File: config.mk
export PLATFORM = sky130hd
export DESIGN_NAME = id_issue
export DESIGN_NICKNAME = d
export VERILOG_FILES = /design/src/rtl/id_pkg.sv /design/src/rtl/id_decode.sv /design/src/rtl/id_issue.sv
export SDC_FILE = /design/constraint.sdc
export NUM_CORES = 1
export LEC_CHECK = 0
export ABC_AREA = 1
export CAP_MARGIN = 30
export CORE_MARGIN = 3
export CORE_UTILIZATION = 45
export DETAILED_ROUTE_END_ITERATION = 6
export DONT_BUFFER_PORTS = 1
export GPL_TIMING_DRIVEN = 0
export HOLD_SLACK_MARGIN = 0.05
export PLACE_DENSITY_LB_ADDON = 0.3
export SLEW_MARGIN = 20
export SYNTH_ARGS = -nofsm -noshare
export SYNTH_HDL_FRONTEND = slang
export SYNTH_SLANG_ARGS = --single-unit
File: constraint.sdc
create_clock -name clk -period 4.41 [get_ports clk]
set_input_delay 1.323 -clock clk [delete_from_list [all_inputs] [get_ports clk]]
set_output_delay 1.323 -clock clk [all_outputs]
set_load 0.005 [all_outputs]
File: src/rtl/id_pkg.sv
// Shared types and opcode constants for the instruction-decode/issue stage.
package id_pkg;

  typedef enum logic [1:0] {
    EMPTY = 2'd0,
    WAIT  = 2'd1,
    READY = 2'd2
  } state_t;

  localparam logic [5:0] OP_SPECIAL = 6'h00;
  localparam logic [5:0] OP_BEQ     = 6'h04;
  localparam logic [5:0] OP_BNE     = 6'h05;
  localparam logic [5:0] OP_SW      = 6'h2B;

endpackage

File: src/rtl/id_decode.sv
// Combinational decode of source usage and destination register for a MIPS word.
module id_decode
  import id_pkg::*;
(
  input  logic [31:0] inst,
  output logic        use_rs,
  output logic        use_rt,
  output logic [4:0]  dest
);

  logic [5:0] opcode;

  assign opcode = inst[31:26];

  always_comb begin
    use_rs = 1'b1;
    use_rt = 1'b0;
    dest   = inst[20:16];
    unique case (opcode)
      OP_SPECIAL: begin
        use_rt = 1'b1;
        dest   = inst[15:11];
      end
      OP_BEQ, OP_BNE, OP_SW: begin
        use_rt = 1'b1;
        dest   = '0;
      end
      default: ;
    endcase
  end

endmodule

File: src/rtl/id_issue.sv
// Decode/issue stage: holds one instruction until its operands are ready, then issues to EXE.
// Optional operand-wait counter enabled by defining ID_STALL_CNT_EN.
module id_issue
  import id_pkg::*;
(
  input  logic        clk,
  input  logic        resetn,
  input  logic        if_valid,
  input  logic [31:0] if_inst,
  input  logic [31:0] if_pc,
  output logic        id_ready,
  output logic [4:0]  raddr1,
  output logic [4:0]  raddr2,
  input  logic [31:0] rdata1,
  input  logic [31:0] rdata2,
  input  logic        rdata1_valid,
  input  logic        rdata2_valid,
  output logic [4:0]  id_dest,
  input  logic        flush,
  output logic        exe_valid,
  input  logic        exe_ready,
  output logic [31:0] exe_inst,
  output logic [31:0] exe_pc,
  output logic [31:0] exe_src1,
  output logic [31:0] exe_src2
`ifdef ID_STALL_CNT_EN
  ,
  output logic [31:0] stall_cnt
`endif
);

  state_t      state;
  logic [31:0] inst_q;
  logic [31:0] pc_q;
  logic        use_rs;
  logic        use_rt;
  logic [4:0]  dest;
  logic        need1;
  logic        need2;
  logic        ops_ready;
  logic        accept;

  id_decode u_decode (
    .inst   (inst_q),
    .use_rs (use_rs),
    .use_rt (use_rt),
    .dest   (dest)
  );

  assign raddr1 = inst_q[25:21];
  assign raddr2 = inst_q[20:16];

  // $0 never waits on the scoreboard and always reads as zero.
  assign need1     = use_rs && (raddr1 != 5'd0);
  assign need2     = use_rt && (raddr2 != 5'd0);
  assign ops_ready = (!need1 || rdata1_valid) && (!need2 || rdata2_valid);

  assign id_ready = !flush && ((state == EMPTY) || ((state == READY) && exe_ready));
  assign accept   = if_valid && id_ready;
  assign id_dest  = (!flush && (state == READY) && exe_ready) ? dest : '0;

  always_ff @(posedge clk or negedge resetn) begin
    if (!resetn) begin
      state     <= EMPTY;
      inst_q    <= '0;
      pc_q      <= '0;
      exe_valid <= 1'b0;
      exe_inst  <= '0;
      exe_pc    <= '0;
      exe_src1  <= '0;
      exe_src2  <= '0;
    end else if (flush) begin
      state     <= EMPTY;
      exe_valid <= 1'b0;
    end else begin
      if (accept) begin
        inst_q <= if_inst;
        pc_q   <= if_pc;
      end
      unique case (state)
        EMPTY: begin
          if (accept) state <= WAIT;
        end
        WAIT: begin
          if (ops_ready) begin
            exe_inst  <= inst_q;
            exe_pc    <= pc_q;
            exe_src1  <= need1 ? rdata1 : '0;
            exe_src2  <= need2 ? rdata2 : '0;
            exe_valid <= 1'b1;
            state     <= READY;
          end
        end
        READY: begin
          if (exe_ready) begin
            exe_valid <= 1'b0;
            state     <= accept ? WAIT : EMPTY;
          end
        end
        default: state <= EMPTY;
      endcase
    end
  end

`ifdef ID_STALL_CNT_EN
  always_ff @(posedge clk or negedge resetn) begin
    if (!resetn) begin
      stall_cnt <= '0;
    end else if ((state == WAIT) && !ops_ready && (stall_cnt != '1)) begin
      stall_cnt <= stall_cnt + 32'd1;
    end
  end
`endif

endmodule
Word-level counts from Yosys, hierarchy flattened:

Index checks and enable logic that the tools add are counted.

* flip-flop bits (word level): 195

* equality and inequality tests: 8
* muxes and demuxes: 15
* bitwise operators: 1
* reduce and logical (&&, ||, !) cells: 24

Operators by type and width (number)
* $mux W32: 2
* $eq A6 B3 Y1 const B: 2
* $pmux W5 S2: 1
* $reduce_bool A5 Y1: 2
* $ne A3 B3 Y1 const B: 3
* $reduce_and A3 Y1: 3
* $mux W2: 4
* $logic_and A1 B1 Y1: 7
* $eq A6 B6 Y1 const B: 1
* $logic_not A6 Y1: 1
* $pmux W2 S3: 1
* $mux W1: 5
* $mux W5: 1
* $reduce_or A4 Y1: 1
* $logic_not A1 Y1: 3
* $logic_or A1 B1 Y1: 3
* $reduce_bool A3 Y1: 1
* $reduce_or A3 Y1: 1
* $eq A2 B1 Y1 const B: 1
* $eq A2 B2 Y1 const B: 1
* $logic_not A2 Y1: 1
* $pmux W1 S2: 1
* $reduce_and A2 Y1: 1
* $not A1 Y1: 1

Longest topological paths before layout:

* depth in word-level cells: 10
* gate-level depth with buffers: 10
* gate-level depth less buffers: 8

Modules after synthesis:

From an unflattened synthesis, not the netlist that was laid out.

* cells, all modules: 1064
* area total of the unflattened synthesis: 8765.9 µm²

Modules (own cells, without submodules)
* id_issue: area each 8615.8 µm², instances 1, cells each 1032, seq. area each 4879.7 µm²
* id_decode: area each 150.1 µm², instances 1, cells each 32, seq. area each 0.0 µm²

Worst setup path before layout:

No wires, ideal clock.

* path kind: input-to-output
* start: in exe_ready
* end: out id_ready
* required time: 3.087 ns
* arrival time: 2.026 ns
* slack: 1.061 ns
* cell stages on the path: 6
* buffers on the path: 2
* cells stage by stage: inv_1 nor3_2 nand2_2 nand2_1 buf_2 buf_2

* cells in the longest elaborated chain, start to end: 3

RTL lines
* start, declared: RTL line id_issue.sv:21 `input logic exe_ready,`
* $logic_and A1 B1 Y1: RTL line id_issue.sv:58 `assign id_ready = !flush && ((state == EMPTY) || ((state == READY) && exe_ready));`
* $logic_or A1 B1 Y1: RTL line id_issue.sv:58
* $logic_and A1 B1 Y1: RTL line id_issue.sv:58
* end, declared: RTL line id_issue.sv:11 `output logic id_ready,`

Every way passes these cells.

Worst setup path after layout:

Same ends and word-level chain as after synthesis.

==> impl_metrics.toml <==
[status]
run_status = "finished clean"

[worst_setup_path]
critical_path.endpoint_type = "output pin"
worstPathMaxFanout = 10
critical_path.startpoint = "exe_ready"
timing_worst_setup_path_type = "in2out"
critPathLaunchType = "input pin"
worst-endpoint-arrival_ns = 2.35
worstReg2RegStart = "inst_q[24]"
critPathRequiredTime_ns = 3.09

[timing]
grt_setup_unrepaired = "false"
finalSetupViolations = 0
setup_tns_ns = 0
hold_slack_ns = 0.474
max_freq_mhz = 272
finClkSkew_ns = 0.0132
timing_worst_slew_pin_value_ns = 0.782
fin_crit_ns = 3.68
final-hold-violation-count = 0
fin_crit_sh_pct = 83.4
max_slew_violation_total_from_the_final_report = 0
max-slew-margin-rel_pct = 47.9

[synth]
synthDominantCellAreaShare_pct = 56.3
postSynthRegisterBits = 195
synthDistinctLibCells = 19
synth_seq_area_share_pct = 56.3
post_synth_inst_count = 1052
synthesis.area_per_instance_sq_um = 8.24
yosys_warnings = 0
syn-num-nets = 1187
post_synth_instance_area_sq_mm = 0.00867
synth_area_leaders = "sky130_fd_sc_hd__dfrtp_1 56%, sky130_fd_sc_hd__nand2_1 19%, sky130_fd_sc_hd__nand4_1 9.2%, sky130_fd_sc_hd__nand3_1 3.9%, sky130_fd_sc_hd__buf_2 3.4%"
synth_largest_area_cell = "sky130_fd_sc_hd__dfrtp_1"

[hold_path]
worstHoldPathType = "reg2reg"
hold_path_startpoint = "pc_q[18]"

[cts]
postcts_setup_bufs = 0
cts-hold-fix-buffers = 0
cts.path.max_buffers = 2
cts_inserted_buffers = 17
tritoncts = "yes"
clock_tree.root_cell = "sky130_fd_sc_hd__clkbuf_16"
reg_clk_slew_reported_paths_ns = 0.07
clock-sinks = 195
insertion_delay_ns = 0.43
cts_htree_levels = 4
post_cts.resized_instances = 0

[placement]
buffer_ports.inserted = 0
hpwl_um = 16800
gpl.final_weighted_congestion = 0.858
numPlacedInstances = 1312

[drt]
avgViaCountPerCell = 5.32
wirelength_um = 24000
drt-wirelength-per-cell_um = 17.8
drt_iter0_drc = 462
drt_pass1_iterations = 5
routed-via-count = 7146
route.antenna.remaining_nets = 0
drt_drc_violations_left = 0

[layout]
antenna_cells_inserted = 0
fillCellCount = 1813
finalNetCount = 1206
layout-drive-gt1-share_pct = 10.2
area.growth.synth_to_final_pct = 10.1
fin_cells = 1343

[grt]
first_global_vias = 6576
pin_count_of_the_biggest_net_entering_global_routing = 196
antenna_found_initial = 1
grt_overflow_total = 0
grt_pass1_wl_um = 36100
grt_usage_pct = 22.1

[floorplanning]
start_util_pct = 46.1
core_area_sq_mm = 0.0188
dieWidth_um = 145
die_height_um = 145
std_cell_rows = 50
dieArea_sq_mm = 0.0210
ios = 280

[power]
vdd.ir_drop.worst_v = 0.000279
power_w = 0.00558
areal_power_density_over_the_cells_mw_per_mm2 = 584
leakage_nw = 5.35

[job]
drv_cap = 0
cells in the mapped netlist:
cell type / n
sky130_fd_sc_hd__nand4_1: 128
sky130_fd_sc_hd__inv_2: 1
sky130_fd_sc_hd__nand3_1: 67
sky130_fd_sc_hd__nor2_1: 41
sky130_fd_sc_hd__buf_6: 1
sky130_fd_sc_hd__buf_2: 59
sky130_fd_sc_hd__buf_1: 3
sky130_fd_sc_hd__a211oi_1: 1
sky130_fd_sc_hd__nand2_2: 3
sky130_fd_sc_hd__nor3_1: 2
sky130_fd_sc_hd__inv_1: 73
sky130_fd_sc_hd__a21oi_1: 6
sky130_fd_sc_hd__nor3_2: 1
sky130_fd_sc_hd__nor2_2: 1
sky130_fd_sc_hd__buf_4: 13
sky130_fd_sc_hd__clkbuf_1: 17
sky130_fd_sc_hd__nand3_2: 2
sky130_fd_sc_hd__dfrtp_1: 195
sky130_fd_sc_hd__nand2_1: 438
worst paths after layout:
check | slack, ns | to | cells after the start
setup / recovery | 0.73 | id_ready | 6
min in group asynchronous | 0.59 | exe_src1[27] | 0
hold reg to reg | 0.47 | pc_q[18] | 2
hold / removal | 0.47 | pc_q[18] | 2
setup reg to reg | 2.30 | exe_pc[1] | 7
max in group asynchronous | 3.34 | exe_inst[28] | 0
through the flow:
stage | utilization, % | cell area (sq um) | worst slack (ns)
finish | 50.7 | 9550 | 0.734
global route | 50.7 | 9550 | 0.628
CTS | 50.7 | 9550 | 0.707
detailed placement | 47.8 | 9000 | 0.708
global placement | 47.8 | 9000 | 0.706
floorplan | - | 8670 | 1.06
cell families (layout without fill, tap and decap cells):
| kind of cell | after synthesis | in the layout | share of synthesized area [%] |
|---|---|---|---|
| buf+inv | 167 | 198 | 8.73 |
| compound gates | 7 | 7 | 0.433 |
| simple gates | 683 | 683 | 34.6 |
| flops | 195 | 195 | 56.3 |
flip-flops by register name, indices dropped and copies added, names as in the netlist:
register   flops
pc_q          32
exe_src1      32
exe_valid      1
exe_inst      32
state          2
exe_pc        32
exe_src2      32
inst_q        32
routing by layer:
layer	routed length [um]	share of wire, %	GRT usage (%)
met5	20	0.083	0
met3	2450	10	7.69
met1	9960	42	29.7
met4	531	2.2	7.22
met2	11000	46	33.6
worst max-delay path: stages:
cell and delay (ns):
sky130_fd_sc_hd__inv_1 0.04, sky130_fd_sc_hd__nor3_2 0.15, sky130_fd_sc_hd__nand2_2 0.13, sky130_fd_sc_hd__nand2_1 0.10, sky130_fd_sc_hd__buf_2 0.28, sky130_fd_sc_hd__buf_2 0.32
power breakdown:
group          internal [W]  switching (W)  leakage (nW)
registers           0.00244       0.000584          2.49
clock network      0.000743       0.000722         0.269
logic              0.000399       0.000693          2.59
area by class of cell:
class,instances,area [sq um],share of cell area [%]
clock inverters,13,119,1.25
inverters,74,278,2.91
plain buffers,93,479,5.02
clock buffers,18,429,4.50
multi-input cells,690,3040,31.8
flip-flops and latches,195,4880,51.1
well taps,260,325,3.41
layout by cell type (no fill, tap or decap):
| cell type | count |
|---|---|
| sky130_fd_sc_hd__clkinvlp_4 | 1 |
| sky130_fd_sc_hd__inv_1 | 73 |
| sky130_fd_sc_hd__buf_4 | 13 |
| sky130_fd_sc_hd__inv_2 | 1 |
| sky130_fd_sc_hd__a211oi_1 | 1 |
| sky130_fd_sc_hd__inv_8 | 4 |
| sky130_fd_sc_hd__nand4_1 | 128 |
| sky130_fd_sc_hd__nand3_2 | 2 |
| sky130_fd_sc_hd__nand2_2 | 3 |
| sky130_fd_sc_hd__nand3_1 | 67 |
| sky130_fd_sc_hd__clkinv_4 | 4 |
| sky130_fd_sc_hd__nor3_2 | 1 |
| sky130_fd_sc_hd__buf_6 | 1 |
| sky130_fd_sc_hd__nor3_1 | 2 |
| sky130_fd_sc_hd__nand2_1 | 438 |
| sky130_fd_sc_hd__clkbuf_1 | 18 |
| sky130_fd_sc_hd__buf_1 | 3 |
| sky130_fd_sc_hd__buf_2 | 59 |
| sky130_fd_sc_hd__nor2_1 | 41 |
| sky130_fd_sc_hd__inv_6 | 3 |
| sky130_fd_sc_hd__clkbuf_16 | 17 |
| sky130_fd_sc_hd__a21oi_1 | 6 |
| sky130_fd_sc_hd__dfrtp_1 | 195 |
| sky130_fd_sc_hd__nor2_2 | 1 |
| sky130_fd_sc_hd__clkinv_2 | 1 |
(Power assumes the default switching activity.)
